==> config.mk <==
export PLATFORM = sky130hd
export DESIGN_NAME = mc_main_controller
export DESIGN_NICKNAME = d
export VERILOG_FILES = /design/src/rtl/mc_ctrl_pkg.sv /design/src/rtl/mc_wait_timer.sv /design/src/rtl/mc_main_controller.sv
export SDC_FILE = /design/constraint.sdc
export NUM_CORES = 1
export LEC_CHECK = 0
export CORE_MARGIN = 2
export CORE_UTILIZATION = 31
export DETAILED_ROUTE_END_ITERATION = 6
export PLACE_DENSITY = 0.64
export SLEW_MARGIN = 30
export SYNTH_ARGS = -nofsm -noshare
export SYNTH_HDL_FRONTEND = slang
export SYNTH_HIERARCHICAL = 1
export SYNTH_SLANG_ARGS = --single-unit
==> constraint.sdc <==
create_clock -name clk -period 5.8 [get_ports clk]
set_clock_uncertainty 0.15 [all_clocks]
set_input_delay 0.87 -clock clk [delete_from_list [all_inputs] [get_ports clk]]
set_output_delay 0.87 -clock clk [all_outputs]
set_load 0.005 [all_outputs]
==> src/rtl/mc_ctrl_pkg.sv <==
// Shared encodings for the multicycle main controller: FSM states, opcodes, mux selects, trap causes.
// The extra states exist only when MC_CTRL_EXT_EN is defined.
package mc_ctrl_pkg;

    typedef enum logic [3:0] {
        S_FETCH,
        S_DECODE,
        S_MEMADR,
        S_MEMRD,
        S_MEMWB,
        S_MEMWR,
        S_EXEC_R,
        S_EXEC_I,
        S_ALUWB,
        S_BEQ,
        S_JAL,
        S_TRAP
`ifdef MC_CTRL_EXT_EN
        , S_EXEC_U,
        S_JALR_T
`endif
    } state_t;

    localparam logic [6:0] OP_LOAD   = 7'b0000011;
    localparam logic [6:0] OP_STORE  = 7'b0100011;
    localparam logic [6:0] OP_RTYPE  = 7'b0110011;
    localparam logic [6:0] OP_ITYPE  = 7'b0010011;
    localparam logic [6:0] OP_BRANCH = 7'b1100011;
    localparam logic [6:0] OP_JAL    = 7'b1101111;
    localparam logic [6:0] OP_LUI    = 7'b0110111;
    localparam logic [6:0] OP_AUIPC  = 7'b0010111;
    localparam logic [6:0] OP_JALR   = 7'b1100111;

    localparam logic [1:0] SRCA_PC    = 2'b00;
    localparam logic [1:0] SRCA_OLDPC = 2'b01;
    localparam logic [1:0] SRCA_RS1   = 2'b10;
    localparam logic [1:0] SRCA_ZERO  = 2'b11;

    localparam logic [1:0] SRCB_RS2  = 2'b00;
    localparam logic [1:0] SRCB_IMM  = 2'b01;
    localparam logic [1:0] SRCB_FOUR = 2'b10;

    localparam logic [1:0] ALUOP_ADD   = 2'b00;
    localparam logic [1:0] ALUOP_SUB   = 2'b01;
    localparam logic [1:0] ALUOP_FUNCT = 2'b10;

    localparam logic [1:0] RES_ALUOUT = 2'b00;
    localparam logic [1:0] RES_RDATA  = 2'b01;
    localparam logic [1:0] RES_ALU    = 2'b10;

    localparam logic [2:0] IMM_I = 3'b000;
    localparam logic [2:0] IMM_S = 3'b001;
    localparam logic [2:0] IMM_B = 3'b010;
    localparam logic [2:0] IMM_J = 3'b011;
    localparam logic [2:0] IMM_U = 3'b100;

    localparam logic [1:0] CAUSE_NONE    = 2'b00;
    localparam logic [1:0] CAUSE_ILLEGAL = 2'b01;
    localparam logic [1:0] CAUSE_TIMEOUT = 2'b10;

endpackage

==> src/rtl/mc_wait_timer.sv <==
// Counts consecutive cycles stalled on mem_ready in a memory state and flags the timeout cycle.
// TIMEOUT_CYCLES = 0 removes the counter and never times out.
module mc_wait_timer #(
    parameter int unsigned TIMEOUT_CYCLES = 256
) (
    input  logic clk,
    input  logic rst,
    input  logic waiting,
    input  logic mem_ready,
    output logic timeout
);

    generate
        if (TIMEOUT_CYCLES > 0) begin : g_timer
            localparam int unsigned CNT_W = $clog2(TIMEOUT_CYCLES + 1);
            logic [CNT_W-1:0] wait_cnt;

            // Saturates instead of wrapping; the FSM leaves before the limit is reached.
            always_ff @(posedge clk) begin
                if (rst || !waiting || mem_ready) begin
                    wait_cnt <= '0;
                end else if (wait_cnt != '1) begin
                    wait_cnt <= wait_cnt + 1'b1;
                end
            end

            assign timeout = waiting && !mem_ready &&
                             (wait_cnt == CNT_W'(TIMEOUT_CYCLES - 1));
        end else begin : g_no_timer
            assign timeout = 1'b0;
        end
    endgenerate

endmodule

==> src/rtl/mc_main_controller.sv <==
// Multicycle Moore controller: fetch/decode/execute/memory/writeback with cache stalls and traps.
// Define MC_CTRL_EXT_EN to add lui, auipc and jalr support.
module mc_main_controller
    import mc_ctrl_pkg::*;
#(
    parameter int unsigned TIMEOUT_CYCLES = 256,
    parameter int unsigned IMM_SRC_W      = 3
) (
    input  logic                 clk,
    input  logic                 rst,
    input  logic [6:0]           opcode,
    input  logic                 zero,
    input  logic                 mem_ready,
    output logic                 pc_write,
    output logic                 adr_src,
    output logic                 mem_read,
    output logic                 mem_write,
    output logic                 ir_write,
    output logic                 reg_write,
    output logic                 branch,
    output logic [1:0]           alu_src_a,
    output logic [1:0]           alu_src_b,
    output logic [1:0]           alu_op,
    output logic [1:0]           result_src,
    output logic [IMM_SRC_W-1:0] imm_src,
    output logic                 trap,
    output logic [1:0]           trap_cause
);

    state_t     state;
    logic [1:0] cause_q;
    logic       waiting;
    logic       timeout;
    logic [2:0] imm;

    assign waiting = (state == S_FETCH) || (state == S_MEMRD) || (state == S_MEMWR);

    mc_wait_timer #(.TIMEOUT_CYCLES(TIMEOUT_CYCLES)) u_wait_timer (
        .clk       (clk),
        .rst       (rst),
        .waiting   (waiting),
        .mem_ready (mem_ready),
        .timeout   (timeout)
    );

    always_ff @(posedge clk) begin
        if (rst) begin
            state   <= S_FETCH;
            cause_q <= CAUSE_NONE;
        end else begin
            case (state)
                S_FETCH, S_MEMRD, S_MEMWR: begin
                    // mem_ready takes priority over a timeout in the same cycle
                    if (mem_ready) begin
                        state <= (state == S_FETCH) ? S_DECODE :
                                 (state == S_MEMRD) ? S_MEMWB  : S_FETCH;
                    end else if (timeout) begin
                        state   <= S_TRAP;
                        cause_q <= CAUSE_TIMEOUT;
                    end
                end
                S_DECODE: begin
                    case (opcode)
                        OP_LOAD, OP_STORE: state <= S_MEMADR;
                        OP_RTYPE:          state <= S_EXEC_R;
                        OP_ITYPE:          state <= S_EXEC_I;
                        OP_BRANCH:         state <= S_BEQ;
                        OP_JAL:            state <= S_JAL;
`ifdef MC_CTRL_EXT_EN
                        OP_LUI, OP_AUIPC:  state <= S_EXEC_U;
                        OP_JALR:           state <= S_JALR_T;
`endif
                        default: begin
                            state   <= S_TRAP;
                            cause_q <= CAUSE_ILLEGAL;
                        end
                    endcase
                end
                S_MEMADR:           state <= (opcode == OP_STORE) ? S_MEMWR : S_MEMRD;
                S_EXEC_R, S_EXEC_I: state <= S_ALUWB;
                S_JAL:              state <= S_ALUWB;
                S_MEMWB, S_ALUWB:   state <= S_FETCH;
                S_BEQ:              state <= S_FETCH;
`ifdef MC_CTRL_EXT_EN
                S_EXEC_U:           state <= S_ALUWB;
                S_JALR_T:           state <= S_JAL;
`endif
                S_TRAP:             state <= S_TRAP;
                default:            state <= S_FETCH;
            endcase
        end
    end

    always_comb begin
        pc_write   = 1'b0;
        adr_src    = 1'b0;
        mem_read   = 1'b0;
        mem_write  = 1'b0;
        ir_write   = 1'b0;
        reg_write  = 1'b0;
        branch     = 1'b0;
        alu_src_a  = SRCA_PC;
        alu_src_b  = SRCB_RS2;
        alu_op     = ALUOP_ADD;
        result_src = RES_ALUOUT;
        imm        = IMM_I;
        trap       = 1'b0;
        trap_cause = CAUSE_NONE;
        if (!rst) begin
            case (state)
                S_FETCH: begin
                    mem_read   = 1'b1;
                    ir_write   = mem_ready;
                    pc_write   = mem_ready;
                    alu_src_b  = SRCB_FOUR;
                    result_src = RES_ALU;
                end
                S_DECODE: begin
                    alu_src_a = SRCA_OLDPC;
                    alu_src_b = SRCB_IMM;
                    imm       = IMM_B;
                end
                S_MEMADR: begin
                    alu_src_a = SRCA_RS1;
                    alu_src_b = SRCB_IMM;
                    imm       = (opcode == OP_STORE) ? IMM_S : IMM_I;
                end
                S_MEMRD: begin
                    adr_src  = 1'b1;
                    mem_read = 1'b1;
                end
                S_MEMWB: begin
                    result_src = RES_RDATA;
                    reg_write  = 1'b1;
                end
                S_MEMWR: begin
                    adr_src   = 1'b1;
                    mem_write = 1'b1;
                end
                S_EXEC_R: begin
                    alu_src_a = SRCA_RS1;
                    alu_op    = ALUOP_FUNCT;
                end
                S_EXEC_I: begin
                    alu_src_a = SRCA_RS1;
                    alu_src_b = SRCB_IMM;
                    alu_op    = ALUOP_FUNCT;
                end
                S_ALUWB: reg_write = 1'b1;
                S_BEQ: begin
                    alu_src_a = SRCA_RS1;
                    alu_op    = ALUOP_SUB;
                    branch    = 1'b1;
                    pc_write  = zero;
                end
                S_JAL: begin
                    alu_src_a = SRCA_OLDPC;
                    alu_src_b = SRCB_FOUR;
                    pc_write  = 1'b1;
                end
`ifdef MC_CTRL_EXT_EN
                S_EXEC_U: begin
                    alu_src_a = (opcode == OP_AUIPC) ? SRCA_OLDPC : SRCA_ZERO;
                    alu_src_b = SRCB_IMM;
                    imm       = IMM_U;
                end
                S_JALR_T: begin
                    alu_src_a = SRCA_RS1;
                    alu_src_b = SRCB_IMM;
                end
`endif
                S_TRAP: begin
                    trap       = 1'b1;
                    trap_cause = cause_q;
                end
                default: ;
            endcase
        end
    end

    assign imm_src = IMM_SRC_W'(imm);

endmodule

==> summary.md, run 1 <==
* dfxtp_1 — most used flip-flop cell after synthesis
* 0.24 ns — clock network latency to the later pin of the worst-skew pair
* dfxtp_1 24%, nor2_1 5.0%, a21oi_1 4.7%, nor3_1 3.1%, o21ai_0 3.1% — dominant cells by area after synthesis
* 2 — clk buf depth
* 1 — number of H-tree levels
* 0 — DR DRC count
* 5.50 — Via-to-Cell Ratio
* 4.78 ns — Req. time, crit path
* 6 — number of warnings reported in the yosys synthesis log
* 0 — initial antenna violation count
* 3.84 ns — Final min period
* 15 — #FFs+latches synth
* flop to flop — Hold Path Class
* 0 — total grt overflow
* 0 — Resized Gates After CTS
* 0.236 — fraction of synthesized cell area taken by the top area cell type
* 15 — CTS Sinks
* 1059 — number of global-route vias before repair
* 0.129 — global-route usage over all layers
* 0 — total setup violations reported at the end of the flow
* 239 — Non-Filler Instances
* 0.229 — area fraction in compound gates after synthesis
* 7.49 um2 — post-synthesis average cell area
* 119 — initial detailed-routing violation count
* 4640 um — wire length of the first global-routing pass
* 2 — count of cells along the worst hold path
* 426 — # fillers
* 4640 um2 — full die area
* 68.1 um — horizontal die dimension
* 68.1 um — die extent in y
* 0 ns — Total Neg Setup Slack
* 32 — number of top-level design ports
* 0.0529 — fraction of layout instances using a drive strength above 1
* 0.260 GHz — Fmax achieved
* 3970 um2 — area of the core
* 204 — Final Net Count
* 30 — count of input and output buffers
* 27 — pin count of the biggest net entering global routing
* 25.4% — area added between synthesis and finish
* 0 — number of enable-type register cells in the synthesized netlist
* 0 — Antenna Diode Count
* 184 — nets in the synthesized netlist
* 18 — maximum fanout along the worst path
* clkdlybuf4s50_1 — most frequent standard cell in the layout excluding fill and tap cells
* clkdlybuf4s50_1, or3_1, nor4_1, clkdlybuf4s50_1 — cell breakdown of the critical path
* 1315 — total number of vias
* 0 — share of synthesized flip-flops with an asynchronous set or reset
* 0 — # Post-CTS Setup Buffers
* input port to output port — critical path type
* clkbuf_8 — root buffer cell
* 0 — max-cap viol count
* 235 — cell total after placement
* output port — endpoint type of the worst setup path
* finished, final reports clean — result of the run
* 0.798 ns — slew at the pin closest to its max-slew limit
* 8 — worst reg-to-reg path cell count
* clkdlybuf4s50_1 — cell with the largest stage delay on the worst path
* 0.341 ns — Post-Route Hold Slack
* 57 — Yosys cell types
* 0.363 — simple-gate area share of the yosys netlist
* 2140 um — half-perimeter wire length of the detailed placement result
* 0.828 — Placer Congestion
* 0.06 ns — clock-pin slew of the registers on the worst-case setup and hold paths
* done — CTS tree
* 1270 um2 — Post-Synthesis Cell Area
* 12.4 um — DR WL/cell
* 0.467 — max_slew headroom
* 0.236 — sequential share of the synthesized area
* 0.117 mV — largest vdd supply drop
* 2.82 ns — critical path arrival
* input port — element type at the critical path start
* dfxtp_1 — largest area contributor in the synthesized netlist
* 4 — DRT Pass-1 Iters
* 0.321 — effective utilization at floorplan
* 0.531 nW — cell leakage power
* 0 — number of hold violations in the final report
* false — unrepaired setup endpoints after global routing
* clkdlybuf4s50_1 — library cell appearing most often on the critical path
* 30 x clkdlybuf4s50_1, 17 x nor2_1, 15 x dfxtp_1 — most frequent cells in the layout
* 0 — number of routed nets with antenna violations
* simple AND/OR/NAND/NOR gates — largest family of logic cells by synthesized area
* 316 nW/um2 — power density over the cells
* 3 — number of buffers created by CTS
* 0 — CTS Hold Buffers Added
* 0.72 ns — Critical Path Max Stage Delay
* 0.0157 — mux share of post-synthesis cell area
* 0.0344 — parity-gate share of the synthesized area counting xor and xnor cells
* 0 — Slew Limit Fails
* 2950 um — DRT Wirelength
* 23 — number of core rows
* 0.0295 — synthesized-area fraction occupied by adder cells
* 170 — synthesized instance count
* 0.662 — period utilization
[where the power goes]
group / switching, W / total, W / internal (W) / leakage [nW]
clock network: 0.0000321 / 0.0000806 / 0.0000485 / 0.0228
logic: 0.000121 / 0.000256 / 0.000135 / 0.386
registers: 0.0000513 / 0.000169 / 0.000118 / 0.122
[final timing paths]
| kind | from | endpoint | slack, ns |
|---|---|---|---|
| max | rst | ir_write | 1.96 |
| min | u_wait_timer/g_timer.wait_cnt[7]$_SDFFE_PP0P_ | u_wait_timer/g_timer.wait_cnt[7]$_SDFFE_PP0P_ | 0.34 |
| max reg2reg | state[0]$_SDFFE_PP0P_ | state[1]$_SDFFE_PP0P_ | 3.16 |
| min reg2reg | u_wait_timer/g_timer.wait_cnt[7]$_SDFFE_PP0P_ | u_wait_timer/g_timer.wait_cnt[7]$_SDFFE_PP0P_ | 0.34 |
[state kept, by name, summed over array words and instances, names as in the netlist]
name / flops
state: 4
u_wait_timer/g_timer.wait_cnt: 9
cause_q: 2
[per-stage QoR]
step,setup WS (ns),utilization,power (W),instance area [um2]
2_1_floorplan,3.17,-,0.000346,1270
3_3_place_gp,2.00,0.391,0.000424,1550
3_5_place_dp,2.00,0.391,0.000424,1550
4_1_cts,1.99,0.402,0.000509,1600
5_1_grt,1.89,0.402,0.000550,1600
6_report,1.96,0.402,0.000505,1600
[metal layers]
layer,global-route usage,part of all wire,vias to the layer above
li1,-,-,662
met4,0.0575,0.0091,0
met3,0.0164,0.058,4
met2,0.209,0.47,45
met1,0.170,0.46,604
met5,0,0,-
[cell type report]
cell class / count / area (um2) / area share
Multi-Input combinational cell: 132 / 860 / 0.538
Sequential cell: 15 / 300 / 0.188
Timing Repair Buffer: 30 / 300 / 0.188
Tap cell: 50 / 62.6 / 0.0392
Clock buffer: 4 / 45.0 / 0.0282
Inverter: 8 / 30.0 / 0.0188
[cell usage after synthesis, drive strengths merged, types with 2 or more instances]
library cell and instances:
nor4 4, dfxtp 15, nand4b 2, xor2 4, nand3b 3, nand3 5, clkbuf 6, inv 7
ha 3, nand2b 5, nand4 2, o22ai 2, a41oi 4, a2111oi 2, nor2 17, a21oi 12
o211ai 3, mux2i 2, and2 5, or4 3, or3 4, buf 9, a31oi 3, o21ai 8
nor2b 4, nor3 9, nand2 6
[cell families (layout without fill, tap and decap cells)]
group,count (synthesis),in the layout
other cells,1,1
buf+inv,23,42
xor+xnor,5,5
simple gates,77,77
fa+ha+maj,3,3
compound gates,44,44
flops,15,15
mux,2,2
[worst max-delay path: cells and delay by family]
kind,cells,cell delay [ns]
AND/OR/NAND/NOR,2,0.68
buffers and inverters,2,1.26
No activity file was read; power rests on OpenSTA's default activity.
==> inputs of run 2 (changes only) <==
clock period = 3.7 ns   (was 5.8 ns; I/O delays follow)
==> summary.md, run 2 (synthesized netlist as in run 1, its figures left out) <==
* finished, final reports clean — result of the run
* 1.08 ns — internal reg-to-reg setup slack, -2.08 ns
* 140 um — routed wire length on met3, -19%
* 2.99 ns — Req. time, crit path, -1.79 ns
* 0.783 — Placer Congestion, -5.4%
* 237 — cell total after placement, +0.85%
* 0 ns — Total Neg Setup Slack, unchanged
* 0 — DR DRC count, unchanged
* 0 — # Post-CTS Setup Buffers, unchanged
* 0.911 — period utilization
* 0.06 ns — clock-pin slew of the registers on the worst-case setup and hold paths, about the same
* 0 — Resized Gates After CTS, unchanged
* 2.67 ns — critical path arrival, -0.15 ns
* 4640 um2 — full die area, unchanged
* 1296 — total number of vias, -1.4%
* 0.321 — effective utilization at floorplan, unchanged
* 3 — number of buffers created by CTS, unchanged
* 1430 um — Routed met1 length, +4.5%
* 206 — Final Net Count, +0.98%
* flop to output port — critical path type
* 241 — Non-Filler Instances, +0.84%
* u_wait_timer/g_timer.wait_cnt[7]$_SDFFE_PP0P_ — critical hold path startpoint
* 4 — number of cells on the critical path, unchanged
* dfxtp_1 — cell with the largest stage delay on the worst path
* u_wait_timer/g_timer.wait_cnt[7]$_SDFFE_PP0P_ — worst-case hold path end point
* 2200 um — half-perimeter wire length of the detailed placement result, +2.9%
* met4 — top metal layer carrying routed signals
* 0.506 — combinational fraction of design power, about the same
* 30 x clkdlybuf4s50_1, 17 x nor2_1, 15 x dfxtp_1 — most frequent cells in the layout
* 0.297 GHz — Fmax achieved
* 0.481 — max_slew headroom, +0.0141
* 0.777 ns — slew at the pin closest to its max-slew limit, -0.0211 ns
* 0.541 nW — cell leakage power, +1.8%
* 495 nW/um2 — power density over the cells, +57%
* output port — endpoint type of the worst setup path
* clkdlybuf4s50_1 — most frequent standard cell in the layout excluding fill and tap cells
* 0 — total grt overflow, unchanged
* 1103 — number of global-route vias before repair, +4.2%
* 0.339 ns — Post-Route Hold Slack, -0.00213 ns
* 116 — initial detailed-routing violation count, -2.5%
* 0 — initial antenna violation count, unchanged
* 0.137 — global-route usage over all layers, +0.00822
* 4980 um — wire length of the first global-routing pass, +7.4%
* 5.38 — Via-to-Cell Ratio, -2.3%
* 2 — count of buffering cells on the critical path with inverters included, unchanged
* 0.407 — switching share of power, +0.00252
* 1420 um — Routed met2 length, +2.3%
* clkbuf_8 — root buffer cell
* 0 — CTS Hold Buffers Added, unchanged
* 68.1 um — die extent in y, unchanged
* u_wait_timer/g_timer.wait_cnt (9), state (4), cause_q (2) — largest registers
* 32 — number of top-level design ports, unchanged
* 0.0628 — fraction of layout instances using a drive strength above 1, +0.00992
* false — unrepaired setup endpoints after global routing
* 0 — max-cap viol count, unchanged
* state[1]$_SDFFE_PP0P_ — capturing point of the worst reg2reg path
* 68.1 um — horizontal die dimension, unchanged
* done — CTS tree
* 15 — CTS Sinks, unchanged
* 26.6% — area added between synthesis and finish
* 2 — count of cells along the worst hold path, unchanged
* 0 — total setup violations reported at the end of the flow, unchanged
* 12.5 um — DR WL/cell, +0.78%
* 0.73 ns — Critical Path Max Stage Delay, about the same
* 4 — DRT Pass-1 Iters, unchanged
* 27 — pin count of the biggest net entering global routing, unchanged
* 0 — number of hold violations in the final report, unchanged
* 3.37 ns — Final min period
* 8 — worst reg-to-reg path cell count, unchanged
* 0.24 ns — clock network latency to the later pin of the worst-skew pair, about the same
* 0.333 — portion of total power attributed to sequential cells, about the same
* 0 — Slew Limit Fails, unchanged
* 19 — maximum fanout along the worst path, +1
* state[0]$_SDFFE_PP0P_ — startpoint of the worst-slack reg-to-reg timing path
* clkinv_1, or4_1, a21oi_1, clkdlybuf4s50_1 — cell breakdown of the critical path
* 2 — clk buf depth, unchanged
* 9 — max FFs per register, unchanged
* 0.000798 W — post-layout total power, +58%
* 23 — number of core rows, unchanged
* 0.228 mV — largest vdd supply drop, +95%
* 3970 um2 — area of the core, unchanged
* 30 — count of input and output buffers, unchanged
* 0.000325 W — power spent charging and discharging nets, +59%
* 0 — number of routed nets with antenna violations, unchanged
* 3000 um — DRT Wirelength, +1.6%
* 0 — Antenna Diode Count, unchanged
* 0.161 — clock share of power, about the same
* buffers and inverters — Top delay family on crit path
* flop — element type at the critical path start
* 0.000473 W — internal power, +57%
* flop to flop — Hold Path Class
* u_wait_timer/g_timer.wait_cnt — largest reg by FF count
* 1 — number of H-tree levels, unchanged
==> run 2: changes by cell type in the layout (fill, tap and decap cells not counted) <==
cell / change
buf_4: +2
==> run 2: area by class of cell <==
| cell class | count | area, um2 |
|---|---|---|
| Tap cell | 50 | 62.6 |
| Sequential cell | 15 | 300 |
| Timing Repair Buffer | 32 | 315 |
| Clock buffer | 4 | 45.0 |
| Inverter | 8 | 30.0 |
| Fill cell | 432 | 2360 |
| Multi-Input combinational cell | 132 | 860 |
==> run 2: worst max-delay path by stage <==
stage / from / end / slack, ns
after global placement: opcode[2] / imm_src[0] / 0.64
final: state[3]$_SDFFE_PP0P_ / alu_src_a[1] / 0.33
after floorplan: state[1]$_SDFFE_PP0P_ / state[1]$_SDFFE_PP0P_ / 1.69
after CTS: state[3]$_SDFFE_PP0P_ / alu_src_a[1] / 0.30
after global routing: state[3]$_SDFFE_PP0P_ / alu_src_a[1] / 0.21
after detailed placement: state[3]$_SDFFE_PP0P_ / alu_src_a[1] / 0.60
==> run 2: through the flow <==
stage               utilization  setup WS, ns  area, um2
CTS                       0.406         0.298       1610
floorplan                     -          1.69       1270
detailed placement        0.395         0.597       1570
finish                    0.406         0.328       1610
global route              0.406         0.207       1610
global placement          0.395         0.638       1570
==> run 2: worst reg2reg max path, delay by kind of cell, from the launching register on <==
kind             cells  cell delay (ns)
XOR/XNOR             1             0.29
AND/OR/NAND/NOR      2             0.46
flip-flops           1             0.75
AO/OA/AOI/OAI        5             0.84
==> run 2: power by group through the flow <==
stage	combinational [W]	sequential, W	clock (W)
2_1_floorplan	0.000343	0.000199	0
3_3_place_gp	0.000403	0.000264	0
3_5_place_dp	0.000405	0.000269	0
4_1_cts	0.000408	0.000265	0.000135
5_1_grt	0.000457	0.000277	0.000141
6_report	0.000404	0.000266	0.000128
==> run 2: per-layer routing <==
layer	global-route usage	up-vias
li1	-	670
met1	0.187	589
met2	0.223	35
met3	0.0164	2
met4	0.0450	0
met5	0	-
==> inputs of run 3 (changes only) <==
CTS_CLUSTER_SIZE = 25   (was default)
==> results of run 3 <==
Final layout, timing and power as in run 2 (identical DEF).
